**config.mk**
```make
export PLATFORM = sky130hd
export DESIGN_NAME = count_seq_ctrl
export DESIGN_NICKNAME = d
export VERILOG_FILES = /design/src/rtl/count_seq_ctrl.sv
export SDC_FILE = /design/constraint.sdc
export NUM_CORES = 1
export LEC_CHECK = 0
export ABC_AREA = 1
export BUFFER_PORTS_ARGS = -buffer_cell sky130_fd_sc_hd__buf_2
export CAP_MARGIN = 10
export CORE_AREA = 2 2 39 41
export DETAILED_ROUTE_END_ITERATION = 10
export DIE_AREA = 0 0 41 43
export PLACE_DENSITY = 0.79
export SYNTH_ARGS = -nofsm -noshare
export SYNTH_HDL_FRONTEND = slang
export SYNTH_SLANG_ARGS = --single-unit
```
**constraint.sdc**
```tcl
create_clock -name clk -period 3.2 [get_ports clk]
set_input_delay 0.32 -clock clk [delete_from_list [all_inputs] [get_ports clk]]
set_output_delay 0.32 -clock clk [all_outputs]
set_load 0.05 [all_outputs]
```
**src/rtl/count_seq_ctrl.sv**
```systemverilog
// Command sequencer driving an external load/en/sel up/down counter.
// Optional RUN-phase watchdog enabled by defining COUNT_SEQ_TMO_EN.
module count_seq_ctrl #(
    parameter int W       = 4,
    parameter int TMO_CYC = 2**W + 4
) (
    input  logic         clk,
    input  logic         reset,
    input  logic         cmd_valid,
    output logic         cmd_ready,
    input  logic         cmd_dir,
    input  logic [W-1:0] cmd_start,
    input  logic [W-1:0] cmd_end,
    input  logic         abort,
    input  logic [W-1:0] cnt_q,
    output logic         cnt_load,
    output logic [W-1:0] cnt_d,
    output logic         cnt_en,
    output logic         cnt_sel,
    output logic         busy,
    output logic         done,
    output logic         err
);

    typedef enum logic [1:0] {
        IDLE,
        LOAD,
        RUN,
        DONE
    } state_t;

    state_t         state;
    state_t         state_nxt;
    logic           dir_r;
    logic [W-1:0]   start_r;
    logic [W-1:0]   end_r;
    logic           match;
    logic           tmo_hit;

    assign match = (cnt_q == end_r);

`ifdef COUNT_SEQ_TMO_EN
    localparam int TW = $clog2(TMO_CYC + 1);
    localparam logic [TW-1:0] TMO_LIM = TW'(TMO_CYC);

    logic [TW-1:0] run_cnt;

    // counts completed RUN cycles; held at zero outside RUN
    always_ff @(posedge clk or negedge reset) begin
        if (!reset) begin
            run_cnt <= '0;
        end else if (state != RUN) begin
            run_cnt <= '0;
        end else if (run_cnt != TMO_LIM) begin
            run_cnt <= run_cnt + 1'b1;
        end
    end

    assign tmo_hit = (state == RUN) && (run_cnt == TMO_LIM);
`else
    assign tmo_hit = 1'b0;
`endif

    always_ff @(posedge clk or negedge reset) begin
        if (!reset) begin
            state   <= IDLE;
            dir_r   <= 1'b0;
            start_r <= '0;
            end_r   <= '0;
        end else begin
            state <= state_nxt;
            if (state == IDLE && cmd_valid) begin
                dir_r   <= cmd_dir;
                start_r <= cmd_start;
                end_r   <= cmd_end;
            end
        end
    end

    always_comb begin
        state_nxt = state;
        cnt_load  = 1'b0;
        cnt_en    = 1'b0;
        err       = 1'b0;
        unique case (state)
            IDLE: begin
                if (cmd_valid) state_nxt = LOAD;
            end
            LOAD: begin
                cnt_load  = ~abort;
                state_nxt = abort ? IDLE : RUN;
            end
            RUN: begin
                // priority: abort, then match, then watchdog
                if (abort) begin
                    state_nxt = IDLE;
                end else if (match) begin
                    state_nxt = DONE;
                end else if (tmo_hit) begin
                    err       = 1'b1;
                    state_nxt = IDLE;
                end else begin
                    cnt_en = 1'b1;
                end
            end
            DONE: begin
                state_nxt = IDLE;
            end
            default: begin
                state_nxt = IDLE;
            end
        endcase
    end

    // load value and direction stay on the last latched command
    assign cnt_d     = start_r;
    assign cnt_sel   = dir_r;
    assign cmd_ready = (state == IDLE);
    assign busy      = (state != IDLE);
    assign done      = (state == DONE);

endmodule

```
==> metrics.txt <==
result of the run finished, final reports clean; kind of capture point of the worst setup path output pin; sum of buffers and inverters on the critical path 3; multiplexer share of the synthesized area 11.28%; path class of the lowest-slack min-delay path input port to flop; antenna diode instance count 0; leading cell type in the layout, fill and taps excluded sky130_fd_sc_hd__buf_2; Syn-to-layout area delta 29.65%; clock latency of the later-clocked register in the worst-skew pair 260 ps; top cell family by delay on the critical path flip-flops; total number of nets in the final design 114; Final ANT Viol Nets 0; CTS tree yes; final-report max-slew violation count 0; fin crit share 49.66%; Chip Height 43 µm; number of global-route vias before repair 500; area of all sequential standard cells 275.3 µm²; share of the core filled with cells 52.98%; startpoint of the worst-slack reg-to-reg timing path state[1]; final critical-path required period 1589 ps; sequential area share after synthesis 48.67%; maximum operating frequency 629.2 MHz; Clock Pin Slew Worst Setup and Hold Paths 70 ps; area of the multi-input gates 226.5 µm²; library cell appearing most often on the critical path sky130_fd_sc_hd__nand2_1; I/O pin count 28; unrepaired setup endpoints after global routing no; Routed WL per cell 9.330 µm; Yosys top cell by area sky130_fd_sc_hd__dfrtp_1; die span in x 41 µm; max_cap viols 0; antenna violations before repair 0; share of synthesized cell area in and, or, nand and nor gates 24.56%; Via Count 484; power per cell area 1081 mW/mm²; Die ar. 0.001763 mm²; fraction of post-synthesis cell area in the top cell type by area 48.67%; crit-path cells inv_1, nand2_1, nand2_1, nor2_1, nand2_1, nand2_1, inv_1, buf_2; ranking of synthesized cells by area sky130_fd_sc_hd__dfrtp_1, sky130_fd_sc_hd__nand2_1, sky130_fd_sc_hd__inv_1, sky130_fd_sc_hd__nor2_1, sky130_fd_sc_hd__mux2_2; data arrival time at the worst-slack endpoint 1270 ps; Via-to-Cell Ratio 4.321; most frequent cells in the layout sky130_fd_sc_hd__buf_2, sky130_fd_sc_hd__nand2_1, sky130_fd_sc_hd__inv_1; all-layer global routing usage 15.73%; FILL cells 132; number of hold violations in the final report 0; number of violations reported at the end of detailed-routing iteration 0 7; initial standard-cell utilization of the core 40.87%; length of the first detailed-routing pass in iterations 4; reg2reg setup slack 2010 ps; Compound-Gate Fraction of Synth Area 3.540%; Setup-failing EPs final 0; combinational family with the most area after synthesis simple AND/OR/NAND/NOR gates; slowest cell on the critical path sky130_fd_sc_hd__dfrtp_1; buffer levels on the longest clock path 2; post-synthesis instance area 565.5 µm²; detailed-route DRC error count 0; average cell area after synthesis 8.441 µm²; worst hold path stage count 2; maximum number of pins on one net before global-route repair 14; logic depth of the worst register-to-register path 3; synthesized-area fraction occupied by adder cells 0%; slowest stage delay, CP 380 ps; critical path fanouts, max 2; Setup Skew 0.7810 ps; total wire length after detailed routing 1045 µm; number of cells upsized or downsized after cts 0; Critical Setup Path Class flop to output pin; row count 14; kind of start point of the critical path flop; required time worst endpoint 2880 ps; largest voltage drop on the vdd net 0.0006008 V; end of the worst hold path state[1]; total leakage power 0.4519 nW; fraction of layout instances using a drive strength above 1 38.54%; overall overflow remaining after global route 0; worst reg2reg endpoint cnt_sel; xor-xnor portion of the synthesized cell area 0%; number of synthesized register bits 11; CTS root buf sky130_fd_sc_hd__clkbuf_4; instance count of the mapped netlist 67; number of buffer cells added on primary ports 26; Max H-tree Level 1; hold_sp abort; core region area 0.001384 mm²; clock sink count 11; cts bufs inserted 3; count of distinct cell types in the synthesized netlist 14; placer congestion estimate 0.7284; number of warnings reported in the yosys synthesis log 0; number of nets in the synthesized netlist 84; first-pass GRT wire length 1890 µm; Total Neg Setup Slack 0 ps
[routing by layer]
| layer | part of all wire, % | routed length (µm) | global-route usage [%] | vias to the layer above |
|---|---|---|---|---|
| li1 | - | - | - | 254 |
| met1 | 39 | 404 | 18.37 | 208 |
| met2 | 51 | 533 | 25.94 | 22 |
| met3 | 10 | 107 | 4.188 | 0 |
| met4 | 0 | 0 | 6.000 | 0 |
| met5 | 0 | 0 | 0 | - |
[cell families after synthesis]
logic type             after synthesis
other                                1
muxes                                5
and+or+nand+nor                     32
DFF                                 11
buffers and inverters               14
AOI/OAI and AO/OA                    4
[power breakdown]
group,internal (mW),switching (mW)
registers,0.206,0.0450
logic,0.132,0.319
clock network,0.0481,0.0428
total,0.386,0.406
[state kept, by name, summed over array words and instances, names as in the netlist]
register	count
cnt_sel	1
cnt_d	4
state	2
end_r	4
[stage by stage]
step | setup slack (ps) | power (mW) | cells | hold WS, ps | instance area [µm²]
floorplan | 1533 | 0.6169 | 67 | 24.41 | 565.5
global placement | 1852 | 0.6938 | 107 | 195.4 | 696.9
detailed placement | 1828 | 0.7074 | 107 | 199.1 | 696.9
CTS | 1586 | 0.8014 | 112 | 234.6 | 733.2
global route | 1487 | 0.8494 | 112 | 215.9 | 733.2
finish | 1611 | 0.7926 | 112 | 230.3 | 733.2
[what timing repair did]
| item | 4_1_cts | 5_1_grt |
|---|---|---|
| setup buffers | 0 | 0 |
| hold buffers | 1 | 0 |
| endpoints found under the hold margin | 11 | 0 |
[worst max-delay path by stage]
| stage | from | to | slack [ps] | cells past startpoint |
|---|---|---|---|---|
| 5_1_grt | end_r[0] | cnt_en | 1490 | 8 |
| 4_1_cts | end_r[0] | cnt_en | 1590 | 8 |
| 2_1_floorplan | state[1] | state[0] | 1530 | 5 |
| 3_5_place_dp | abort | cnt_en | 1830 | 7 |
| 6_report | end_r[0] | cnt_en | 1610 | 8 |
| 3_3_place_gp | abort | cnt_en | 1850 | 7 |
[cells in the mapped netlist, drive strengths merged]
library cell  instances
nor2                 11
mux2                  5
inv                  12
a21oi                 4
nor3                  1
buf                   2
or2                   1
dfrtp                11
nand2                19
conb                  1
[worst register-to-register path: cells and delay by family (launching register included)]
family	cells	cell delay (ps)
and+or+nand+nor	2	330
muxes	1	320
DFF	1	430
[area by class of cell]
class,count,share of cell area (%)
clock buffer,4,3.584
inverter,12,6.143
multi-input combinational,42,30.89
sequential,11,37.54
tap,16,2.730
timing repair buffer,27,19.11
No activity file was read; power rests on OpenSTA's default activity.
